===== config.mk =====
export PLATFORM = sky130hd
export DESIGN_NAME = serial_adder_ctrl
export DESIGN_NICKNAME = d
export VERILOG_FILES = /design/src/rtl/serial_adder_ctrl.sv
export SDC_FILE = /design/constraint.sdc
export NUM_CORES = 1
export LEC_CHECK = 0
export BUFFER_PORTS_ARGS = -buffer_cell sky130_fd_sc_hd__buf_2
export CAP_MARGIN = 20
export CELL_PAD_IN_SITES_DETAIL_PLACEMENT = 0
export CELL_PAD_IN_SITES_GLOBAL_PLACEMENT = 2
export CORE_ASPECT_RATIO = 0.8
export CORE_MARGIN = 8
export CORE_UTILIZATION = 40
export CTS_CLUSTER_DIAMETER = 150
export DETAILED_ROUTE_END_ITERATION = 7
export PLACE_DENSITY_LB_ADDON = 0.1
export SETUP_SLACK_MARGIN = 0.4
export SLEW_MARGIN = 30
export SYNTH_ARGS = -nofsm -noshare
export SYNTH_HDL_FRONTEND = slang
export SYNTH_SLANG_ARGS = --single-unit

===== constraint.sdc =====
create_clock -name clk -period 2.4 [get_ports clk]
set_input_delay 0.12 -clock clk [delete_from_list [all_inputs] [get_ports clk]]
set_output_delay 0.12 -clock clk [all_outputs]
set_load 0.05 [all_outputs]

===== src/rtl/serial_adder_ctrl.sv =====
`default_nettype none
// ============================================================================
// Module      : serial_adder_ctrl
// Description : Bit-serial add/subtract engine built around one full-adder
//               slice, sequenced by an IDLE/RUN/DONE state machine.
// Revision    : 1.0 - initial release
// ============================================================================
module serial_adder_ctrl #(
    parameter int WIDTH = 8
) (
    input  logic             clk,
    input  logic             rst,
    input  logic             start,
    input  logic             sub,
    input  logic [WIDTH-1:0] a,
    input  logic [WIDTH-1:0] b,
    output logic             busy,
    output logic             done,
    output logic [WIDTH-1:0] sum,
    output logic             cout,
    output logic             ovf
);

    localparam int               c_cnt_w    = $clog2(WIDTH + 1);
    localparam logic [c_cnt_w-1:0] c_last_bit = c_cnt_w'(WIDTH - 1);

    typedef enum logic [1:0] {
        S_IDLE = 2'd0,
        S_RUN  = 2'd1,
        S_DONE = 2'd2
    } state_t;

    state_t             r_state;
    logic [WIDTH-1:0]   r_a;
    logic [WIDTH-1:0]   r_b;
    logic [WIDTH-1:0]   r_res;
    logic               r_carry;
    logic [c_cnt_w-1:0] r_cnt;
    logic [WIDTH-1:0]   r_sum;
    logic               r_cout;
    logic               r_ovf;
    logic               r_busy;
    logic               r_done;

    logic w_x;
    logic w_y;
    logic w_s;
    logic w_co;

    // Single full-adder slice fed by the operand LSBs and the carry FF.
    assign w_x  = r_a[0];
    assign w_y  = r_b[0];
    assign w_s  = w_x ^ w_y ^ r_carry;
    assign w_co = (w_x & w_y) | (r_carry & (w_x ^ w_y));

    always_ff @(posedge clk or posedge rst) begin
        if (rst) begin
            r_state <= S_IDLE;
            r_a     <= '0;
            r_b     <= '0;
            r_res   <= '0;
            r_carry <= 1'b0;
            r_cnt   <= '0;
            r_sum   <= '0;
            r_cout  <= 1'b0;
            r_ovf   <= 1'b0;
            r_busy  <= 1'b0;
            r_done  <= 1'b0;
        end else begin
            case (r_state)
                S_IDLE, S_DONE: begin
                    r_done <= 1'b0;
                    if (start) begin
                        // Subtraction is a + ~b + 1: invert B and seed carry with 1.
                        r_a     <= a;
                        r_b     <= sub ? ~b : b;
                        r_carry <= sub;
                        r_res   <= '0;
                        r_cnt   <= '0;
                        r_busy  <= 1'b1;
                        r_state <= S_RUN;
                    end else begin
                        r_busy  <= 1'b0;
                        r_state <= S_IDLE;
                    end
                end
                S_RUN: begin
                    r_res   <= {w_s, r_res[WIDTH-1:1]};
                    r_a     <= {1'b0, r_a[WIDTH-1:1]};
                    r_b     <= {1'b0, r_b[WIDTH-1:1]};
                    r_carry <= w_co;
                    r_cnt   <= r_cnt + c_cnt_w'(1);
                    if (r_cnt == c_last_bit) begin
                        // On the MSB, r_carry is the carry into the sign bit.
                        r_sum   <= {w_s, r_res[WIDTH-1:1]};
                        r_cout  <= w_co;
                        r_ovf   <= r_carry ^ w_co;
                        r_busy  <= 1'b0;
                        r_done  <= 1'b1;
                        r_state <= S_DONE;
                    end
                end
                default: begin
                    r_busy  <= 1'b0;
                    r_done  <= 1'b0;
                    r_state <= S_IDLE;
                end
            endcase
        end
    end

    assign busy = r_busy;
    assign done = r_done;
    assign sum  = r_sum;
    assign cout = r_cout;
    assign ovf  = r_ovf;

endmodule
`default_nettype wire


; ---- After elaboration in Yosys (flattened, before gate mapping)
; Index checks and enable logic that the tools add are counted.
[totals]
ff_bits = 43
in_bits = 20
word_cells = 48
[op_classes]
add_sub_neg = 1
n_eq_ne = 5
mux = 19
bitwise = 7
reduce_logical = 5
[op_table]
columns = cell, count
row1 = 8-bit case mux with 2 select lines, 3
row2 = 8-bit 2-to-1 mux, 4
row3 = 8-bit NOT, 1
row4 = 4-bit case mux with 2 select lines, 1
row5 = 1-bit 2-to-1 mux, 6
row6 = "4-bit by 1-bit adder with 4-bit output, second input constant", 1
row7 = "4-bit by 3-bit equality test with 1-bit output, second input constant", 1
row8 = 4-bit 2-to-1 mux, 1
row9 = "2-bit != test, second input constant", 2
row10 = 1-bit case mux with 2 select lines, 2
row11 = 2-bit case mux with 2 select lines, 1
row12 = 2-bit AND reduction, 2
row13 = 1-bit bitwise XOR, 3
row14 = 1-bit AND, 2
row15 = "2-bit by 1-bit equality test with 1-bit output, second input constant", 1
row16 = "2-bit equality test, second input constant", 1
row17 = 2-bit logical NOT, 1
row18 = 2-bit 2-to-1 mux, 1
row19 = 2-bit nonzero test, 1
row20 = 2-bit OR reduction, 1
row21 = 1-bit OR, 1

; ---- Logic depth before layout (Yosys ltp)
[logic_depth]
ltp_word = 4
depth_mapped = 5

; ---- Worst setup path before layout
; OpenSTA, ideal clock, no wires.
[synth_timing]
path_kind = register to register
from = register r_cnt[0]
to = register r_cout (netlist: cout)
arrival_ps = 1384
slack_ps = 892
path_stages_with_launch = 6
n_path_buf = 1
period_less_slack_ps = 1508
cell_sequence = dfrtp_1 > ha_1 > nand3b_4 > nor3b_2 > buf_6 > mux2_2
[synth_between]
elab_chain_cells = 2
[synth_lines]
columns = element, line_no
row1 = "start, declared", 38  ; logic [c_cnt_w-1:0] r_cnt;
row2 = "start signal, assigned", 92  ; r_cnt <= r_cnt + c_cnt_w'(1);
row3 = 4-bit by 3-bit equality test with 1-bit output, 93  ; if (r_cnt == c_last_bit) begin
row4 = 2-bit AND reduction (no source line), --
row5 = "end signal, assigned", 96  ; r_cout <= w_co;
row6 = "end, declared", 40  ; logic r_cout;
; Every way passes these cells.
; A chain may end at the register's enable or synchronous reset.

; ---- Final worst setup path
[layout_timing]
from = register r_cnt[0]
to = register r_sum[4] (netlist: sum[4])
[layout_between]
elab_chain_cells = 2
[layout_lines]
columns = element, line_no
row1 = 4-bit by 3-bit equality test with 1-bit output, 93
row2 = 2-bit AND reduction (no source line), --
row3 = "end signal, assigned", 95  ; r_sum <= {w_s, r_res[WIDTH-1:1]};
row4 = "end, declared", 39  ; logic [WIDTH-1:0] r_sum;
; Every way passes these cells.

==> out/metrics.yaml <==
outcome: "finished clean"
yosysTopAreaCellShare_pct: 58.2
setup_viol: 0
ant_nets: 0
max_stage_delay_ns: 0.40
drt_iter0_markers: 30
finalNonFillerCells: 222
antenna_found_initial: 0
clock.fmax_ghz: 0.626
async_flop_share_pct: 100
crit_required_ns: 2.58
worst_pin_slew_ns: 0.612
antennaDiodeCount: 0
gp_congestion: 0.703
path_depth: 5
chipWidth_um: 90.2
ys_types: 26
dieHeight_um: 75.4
cts_tree: "built"
cts_buffer_depth: 2
cts_resized: 0
synth-edff-count: 0
cp-end-kind: "flip-flop"
clk_latency_ns: 0.29
nets: 186
path_max_fanout: 11
period_share_pct: 66.6
cts-root-buf: "clkbuf_8"
synth.cell_area_um2: 1760
first_global_vias: 1196
cp_cell_sequence: "ha_1, nand3b_4, nor3b_2, buf_4, mux2_2"
ys_warn_count: 0
slew_headroom_pct: 59.1
wl_per_cell_um: 15.7
yosys_most_used_dff: "dfrtp_1"
syn-num-nets: 152
drive_above_1_share_pct: 34.5
finalPower_uw: 3040
yosysTopAreaCell: "dfrtp_1"
cp-start-kind: "flip-flop"
synth.avg_cell_area_um2: 13.6
yosys_register_bits: 41
cap_violations: 0
min_period_ns: 1.60
r2r-end: "sum[4]"
final_util_pct: 49.8
path_buf_inv: 1
dr.pass1.iters: 4
track_usage_pct: 11.4
numPortBuffers: 31
routed_via_density: 5.07
r2r-start: "r_cnt[0]"
core_um2: 4200
synth_most_common_cell: "dfrtp_1"
syn_to_final_growth_pct: 18.7
drc: 0
worstSetupPathType: "reg -> reg"
hold_viol: 0
fin_skew_ns: 0.00455
wl_mm: 3.49
initial_utilization_pct: 41.9
row_count: 21
setup_slack_ns: 0.802
hp-class: "in -> reg"
fp.dieArea_um2: 6800
hold_depth: 2
rsz0062_at_grt: "false"
gr-total-overflow: 0
pin_count: 32
grt_pass1_wl_mm: 6.01
vias: 1126
cts_buffers: 5
cp_data_arrival_time_ns: 1.78
clock_sinks: 41
synth_area_leaders: "dfrtp_1 (58%), a22o_1 (9.4%), mux2_2 (6.4%), a221o_1 (4.0%), xnor2_1 (4.0%)"
pre_cts_ws_ns: 0.796
hp-start: "a[7]"
grt_max_degree: 42
clk_pin_slew_ns: 0.08
min_to: "r_a[7]"
power_density_nw_per_um2: 1450
r2r_cells: 5
syn_inst: 130
finalSetupTns_ns: 0
cts_max_level: 2
netlist_top_cells_count: "dfrtp_1 (41), a22o_1 (19), mux2_2 (10)"
dp_hpwl_mm: 2.31
dp.cells: 213
leakagePower_uw: 0.00109
worst_path_dominant_cell_family: "flip-flops"
yosysSeqAreaShare_pct: 58.2
ir_drop_uv: 707
r2r_setup_slack_ns: 0.80
maxSlewViolCount: 0
slowest_stage: "dfrtp_1"
[placed cells by master, fill, tap and decap left out, types with 2 or more instances in the layout]
master	Yosys	layout
nor2_1	8	8
mux2i_1	2	2
buf_2	6	31
xnor2_1	8	8
a22o_1	19	19
a21o_1	8	8
buf_4	1	4
clkbuf_8	0	6
mux2_2	10	10
xor2_1	2	2
nand2_1	4	4
dfrtp_1	41	41
a221o_1	7	7
[worst register-to-register path, cell delays in order (launching register included)]
cell,delay [ns]
dfrtp_1,0.40
ha_1,0.25
nand3b_4,0.10
nor3b_2,0.17
buf_4,0.22
mux2_2,0.35
[stage by stage]
step	hold WS [ns]	cell area, um2
after detailed placement	0.279	1970
after floorplan	0.260	1760
after global routing	0.0413	2090
after global placement	0.267	1970
after CTS	0.0448	2090
final	0.0589	2090
[worst max path at each step]
stage / from / to / slack (ns)
6_report: r_cnt[0] / sum[4] / 0.80
3_3_place_gp: r_cnt[0] / ovf / 0.87
3_5_place_dp: r_cnt[0] / sum[1] / 0.80
2_1_floorplan: r_cnt[0] / cout / 0.89
4_1_cts: r_cnt[0] / sum[1] / 0.80
5_1_grt: r_cnt[0] / sum[5] / 0.70
[registers in the layout, indices dropped and copies added (netlist names)]
signal   cells
sum          8
r_cnt        4
r_b          8
r_state      2
r_carry      1
ovf          1
r_a          8
r_res        7
busy         1
cout         1
[what timing repair did]
action                    in CTS  in global routing
hold buffers                   1                  0
buffers inserted               0                  0
hold endpoints to repair      41                  0
[area by class of cell]
class | instances | area [um2]
clock inverter | 1 | 30.0
timing repair buffer | 36 | 195
sequential | 41 | 1030
tap | 57 | 71.3
multi-input combinational | 79 | 681
fill | 377 | 2110
clock buffer | 7 | 86.3
inverter | 1 | 3.75
[per-layer routing]
layer	vias to the layer above	GRT usage, %	wire length (um)
met5	-	0	0
met4	0	6.07	54
met3	5	4.13	210
met2	24	16.5	1430
met1	557	14.6	1800
li1	540	-	-
[power by group]
part	switching, uW	leakage (uW)	internal (uW)
Clock	227	0.0000585	339
Sequential	202	0.000523	997
Combinational	741	0.000505	533
Total	1170	0.00109	1870
[cell families after synthesis]
group / after synthesis / share of synthesized area (%)
flip-flops: 41 / 58.2
AO/OA/AOI/OAI: 34 / 16.8
AND/OR/NAND/NOR: 21 / 7.45
multiplexers: 12 / 7.52
XOR/XNOR: 10 / 4.97
buffers and inverters: 10 / 3.19
adder cells (fa/ha/maj): 2 / 1.85
Power figures use the tool's default switching activity.
